==> config.mk <==
export PLATFORM = sky130hd
export DESIGN_NAME = fetch_stage
export DESIGN_NICKNAME = d
export VERILOG_FILES = /design/src/rtl/pipeline_defs.sv /design/src/rtl/sat_counter32.sv /design/src/rtl/fetch_stage.sv
export SDC_FILE = /design/constraint.sdc
export NUM_CORES = 1
export LEC_CHECK = 0
export ABC_AREA = 1
export CAP_MARGIN = 20
export CORE_MARGIN = 2
export CORE_UTILIZATION = 35
export CTS_CLUSTER_SIZE = 40
export DETAILED_ROUTE_END_ITERATION = 16
export SETUP_SLACK_MARGIN = 0.5
export SYNTH_ARGS = -nofsm -noshare
export SYNTH_HDL_FRONTEND = slang
export SYNTH_SLANG_ARGS = --single-unit
export TNS_END_PERCENT = 10
==> constraint.sdc <==
create_clock -name clock -period 4.05 [get_ports clock]
set_input_delay 0.405 -clock clock [delete_from_list [all_inputs] [get_ports clock]]
set_output_delay 0.405 -clock clock [all_outputs]
set_load 0.005 [all_outputs]
==> src/rtl/pipeline_defs.sv <==
// Shared pipeline definitions: bubble instruction, fetch FSM encodings and IF/ID entry layout.
package pipeline_defs;

  localparam int unsigned XLEN         = 32;
  localparam int unsigned INSTR_W      = 32;
  localparam logic [INSTR_W-1:0] NOP_INSTR_DEF = 32'h0000_0013;

  typedef enum logic [1:0] {
    ST_RUN   = 2'd0,
    ST_STALL = 2'd1,
    ST_REDIR = 2'd2
  } fetch_state_e;

  typedef struct packed {
    logic [XLEN-1:0]    pc;
    logic [INSTR_W-1:0] instr;
    logic               valid;
  } ifid_entry_t;

  function automatic ifid_entry_t make_bubble(input logic [INSTR_W-1:0] nop);
    ifid_entry_t e;
    e.pc    = '0;
    e.instr = nop;
    e.valid = 1'b0;
    return e;
  endfunction

endpackage

==> src/rtl/sat_counter32.sv <==
// Enable-driven 32-bit counter that sticks at all-ones.
module sat_counter32 (
  input  logic        clk,
  input  logic        rst,
  input  logic        en_i,
  output logic [31:0] count_o
);

  logic [31:0] cnt_q, cnt_d;

  always_comb begin
    cnt_d = cnt_q;
    if (en_i && (cnt_q != 32'hFFFF_FFFF)) cnt_d = cnt_q + 32'd1;
  end

  always_ff @(posedge clk) begin
    if (rst) cnt_q <= '0;
    else     cnt_q <= cnt_d;
  end

  assign count_o = cnt_q;

endmodule

==> src/rtl/fetch_stage.sv <==
// Instruction fetch stage with stall skid entry and flush redirect.
// Optional perf counters enabled by FETCH_PERF_CNT_EN.
module fetch_stage
  import pipeline_defs::*;
#(
  parameter logic [31:0] RESET_PC  = 32'h0000_0000,
  parameter logic [31:0] NOP_INSTR = NOP_INSTR_DEF
) (
  input  logic        clock,
  input  logic        reset,
  input  logic        stall_IFID,
  input  logic        flush,
  input  logic [31:0] branch_target,
  output logic [31:0] imem_addr,
  input  logic [31:0] imem_rdata,
  output logic [31:0] pc_ID,
  output logic [31:0] instr_ID,
  output logic        valid_ID,
  output logic [31:0] stall_count,
  output logic [31:0] flush_count
);

  fetch_state_e state_q, state_d;
  logic [XLEN-1:0] pc_f_q, pc_f_d;
  logic [XLEN-1:0] fetch_pc_q, fetch_pc_d;
  ifid_entry_t     hold_q, hold_d;
  ifid_entry_t     ifid_q, ifid_d;
  ifid_entry_t     new_entry, bubble;
  logic [XLEN-1:0] pc_inc;
  logic            unused_bt;

  assign unused_bt = ^branch_target[1:0];
  assign new_entry = '{pc: fetch_pc_q, instr: imem_rdata, valid: 1'b1};
  assign bubble    = make_bubble(NOP_INSTR);
  assign pc_inc    = pc_f_q + 32'd4;

  always_ff @(posedge clock) begin
    if (reset) state_q <= ST_REDIR;
    else       state_q <= state_d;
  end

  always_comb begin
    state_d = state_q;
    if (flush) begin
      state_d = ST_REDIR;
    end else begin
      case (state_q)
        ST_RUN:   if (stall_IFID)  state_d = ST_STALL;
        ST_STALL: if (!stall_IFID) state_d = ST_RUN;
        ST_REDIR: state_d = stall_IFID ? ST_STALL : ST_RUN;
        default:  state_d = ST_REDIR;
      endcase
    end
  end

  // Datapath next values; a flush overrides any stall in the same cycle.
  always_comb begin
    pc_f_d     = pc_f_q;
    fetch_pc_d = fetch_pc_q;
    hold_d     = hold_q;
    ifid_d     = ifid_q;
    if (flush) begin
      ifid_d       = bubble;
      hold_d.valid = 1'b0;
      pc_f_d       = {branch_target[31:2], 2'b00};
    end else begin
      case (state_q)
        ST_RUN: begin
          fetch_pc_d = pc_f_q;
          if (stall_IFID) begin
            hold_d = new_entry;
          end else begin
            ifid_d = new_entry;
            pc_f_d = pc_inc;
          end
        end
        ST_STALL: begin
          if (!stall_IFID) begin
            ifid_d = hold_q;
            pc_f_d = pc_inc;
          end
        end
        ST_REDIR: begin
          // Data returning now belongs to the pre-redirect address and is dropped.
          fetch_pc_d = pc_f_q;
          if (stall_IFID) begin
            hold_d = bubble;
          end else begin
            ifid_d = bubble;
            pc_f_d = pc_inc;
          end
        end
        default: ;
      endcase
    end
  end

  always_ff @(posedge clock) begin
    if (reset) begin
      pc_f_q     <= RESET_PC;
      fetch_pc_q <= '0;
      hold_q     <= '0;
      ifid_q     <= bubble;
    end else begin
      pc_f_q     <= pc_f_d;
      fetch_pc_q <= fetch_pc_d;
      hold_q     <= hold_d;
      ifid_q     <= ifid_d;
    end
  end

  assign imem_addr = pc_f_q;
  assign pc_ID     = ifid_q.pc;
  assign instr_ID  = ifid_q.instr;
  assign valid_ID  = ifid_q.valid;

`ifdef FETCH_PERF_CNT_EN
  sat_counter32 u_stall_cnt (
    .clk     (clock),
    .rst     (reset),
    .en_i    (stall_IFID & ~flush),
    .count_o (stall_count)
  );

  sat_counter32 u_flush_cnt (
    .clk     (clock),
    .rst     (reset),
    .en_i    (flush),
    .count_o (flush_count)
  );
`else
  assign stall_count = 32'h0;
  assign flush_count = 32'h0;
`endif

endmodule

==> results.txt <==
run status = finished clean
clock slew at reported path FFs = 0.07 ns
Non-Filler Instances = 1682
drt via density = 4.83
Worst Path Buf+Inv = 3
Post-synth top flop = dfxtp_1
post-CTS resize count = 0
Cell Pwr Density = 408 nW/µm²
clk sinks = 188
FF/Latch Area = 3760 µm²
Hold Path Stages = 2
Fmax = 387 MHz
commonest non-fill, non-tap cell in the layout = dfxtp_1
H-tree levels = 4
DRC Markers = 0
post-synthesis async set-or-reset flop share = 0
pin count of the biggest net entering global routing = 64
fin crit period = 2.58 ns
clock root cell = clkbuf_16
CTS tree = built
n_diodes = 0
global placer's final weighted congestion = 0.861
reg2reg path depth = 9
crit-path leading delay family = buffers and inverters
crit share post-route = 0.638
unrepaired setup endpoints after global routing = false
global-route wire length before repair = 39.4 mm
Setup Buffers After CTS = 0
Critical Path Start Type = input port
core footprint = 25100 µm²
clk buf depth = 2
final WL = 24.8 mm
synthesized area per cell = 7.26 µm²
WHS Endpoint = hold_q[13]$_SDFFE_PP0P_
Hold Fails Final Rpt = 0
area of the multi-input gates = 3890 µm²
Hold Path Class = in -> reg
num rows = 58
Arr. time, crit path = 2.87 ns
post-synthesis sequential area ratio = 0.422
flops & latches, synth = 188
initial antenna violation count = 0
drt pass-1 iters = 6
Clk Latency, worst-skew pair = 0.42 ns
worst reg2reg path endpoint = instr_ID[4]$_SDFFE_PP1P_
layout cell share with drive strength beyond 1 = 0.0459
Die Ht = 164 µm
most frequent cells in the layout = dfxtp_1 (188), inv_1 (173), nor2_1 (159)
leakage power = 4.36 nW
DP Cell Count = 1650
Slew @ Worst Pin = 0.937 ns
Total GRT Usage = 0.185
CP Data Required Time = 4.34 ns
Mapped Area = 8910 µm²
initial core utilization = 0.355
Critical Path End Type = flop
Slew Viols, Final = 0
vias in the first global route = 7384
worst setup margin = 1.47 ns
setup violators final = 0
Max VDD drop = 0.216 mV
pre-CTS setup slack = 1.11 ns
Filler cells = 2586
nets@finish = 1412
number of synthesized flops with an enable pin = 0
IO Pins = 229
Worst Min Path Start = reset
Ys Warns = 0
TNS Setup = 0 ns
clock skew = 0.0104 ns
FF-to-FF Start = state_q[0]$_SDFFE_PP0P_
Avg WL per Cell = 14.8 µm
Final HPWL DP = 16.3 mm
cts hold-fix bufs = 0
CP peak stage delay = 0.77 ns
Worst R2R Setup Slack = 1.52 ns
total gr overflow = 0
most frequent cell on the critical path = nand2_1
DIE AREA = 26700 µm²
vias post-DR = 8124
crit path max-delay cell type = clkdlybuf4s50_1
number of max-cap violations = 0
cts bufs inserted = 17
antenna viol nets, final = 0
area grow syn2layout = 24.1%
Mapped Cells = 1227
Starting DRT DRC Count = 538
critical-path cell list = clkdlybuf4s50_1 > clkinv_1 > nand2_1 > inv_2 > nand2_1 > nand2_1 > o22ai_1 > a21oi_1
post-synth cell types = 38
die width = 164 µm
PortBufs = 158
type of the worst setup path = in -> reg
Critical Path Fanout Max = 18
max_slew headroom = 0.373
## worst max path at each step
| stage | from | to | slack (ns) | cells past startpoint |
|---|---|---|---|---|
| floorplan | state_q[0]$_SDFFE_PP0P_ | instr_ID[21]$_SDFFE_PP0P_ | 2.25 | 11 |
| global placement | flush | imem_addr[6]$_SDFFE_PP0P_ | 1.15 | 8 |
| detailed placement | flush | imem_addr[6]$_SDFFE_PP0P_ | 1.11 | 8 |
| CTS | state_q[0]$_SDFFE_PP0P_ | instr_ID[4]$_SDFFE_PP1P_ | 1.48 | 9 |
| global route | state_q[0]$_SDFFE_PP0P_ | hold_q[21]$_SDFFE_PP0P_ | 1.26 | 9 |
| finish | flush | imem_addr[6]$_SDFFE_PP0P_ | 1.47 | 8 |
## metal layers
layer / GRT usage / vias to the layer above / share of wire
met5: 0 / - / 0
met4: 0.0510 / 0 / 0.014
met3: 0.0345 / 22 / 0.077
met2: 0.272 / 295 / 0.41
met1: 0.275 / 3663 / 0.50
li1: - / 4144 / -
## synth_stat cells (5+ instances only)
library cell | n | area [µm²]
o21ai_0 | 85 | 425
buf_6 | 5 | 56.3
a211oi_1 | 62 | 465
nor2_1 | 160 | 601
ha_1 | 5 | 62.6
dfxtp_1 | 188 | 3760
a31oi_1 | 10 | 62.6
inv_1 | 173 | 649
clkbuf_1 | 57 | 214
xor2_1 | 5 | 43.8
o22ai_1 | 63 | 394
o21ai_1 | 27 | 135
nor3_1 | 7 | 35.0
a21oi_1 | 117 | 586
nand2_1 | 115 | 432
buf_2 | 13 | 65.1
nand3_1 | 32 | 160
buf_4 | 69 | 518
inv_2 | 5 | 18.8
## through the flow
stage / power, mW / hold slack (ns) / area [µm²] / utilization
after global placement: 2.78 / 0.447 / 10400 / 0.416
after detailed placement: 2.78 / 0.449 / 10400 / 0.416
after floorplan: 2.53 / 0.437 / 9160 / -
final: 4.51 / 0.270 / 11100 / 0.440
after CTS: 4.56 / 0.252 / 11100 / 0.440
after global routing: 4.73 / 0.277 / 11100 / 0.440
## sequential cells by signal, summed over array words and instances (netlist names)
register	count
valid_ID	1
imem_addr	30
fetch_pc_q	30
state_q	2
pc_ID	30
hold_q	63
instr_ID	32
## cell families after synthesis
kind of cell,synth area share
AO/OA/AOI/OAI,0.244
adder cells (fa/ha/maj),0.00702
buffers and inverters,0.172
AND/OR/NAND/NOR,0.149
other,0.000421
XOR/XNOR,0.00491
flip-flops,0.422
## where the power goes
group	total (mW)	internal [mW]	leakage [nW]	switching [mW]
registers	2.05	1.97	1.54	0.0796
clock network	1.77	1.04	0.305	0.729
logic	0.694	0.292	2.51	0.402
total	4.51	3.30	4.36	1.21
## area by class of cell
type / instances / area share
timing repair buffer: 171 / 0.154
tap: 330 / 0.0374
sequential: 188 / 0.340
inverter: 179 / 0.0608
clock buffer: 18 / 0.0388
multi-input combinational: 782 / 0.352
clock inverter: 14 / 0.0173
Power figures use the tool's default switching activity.
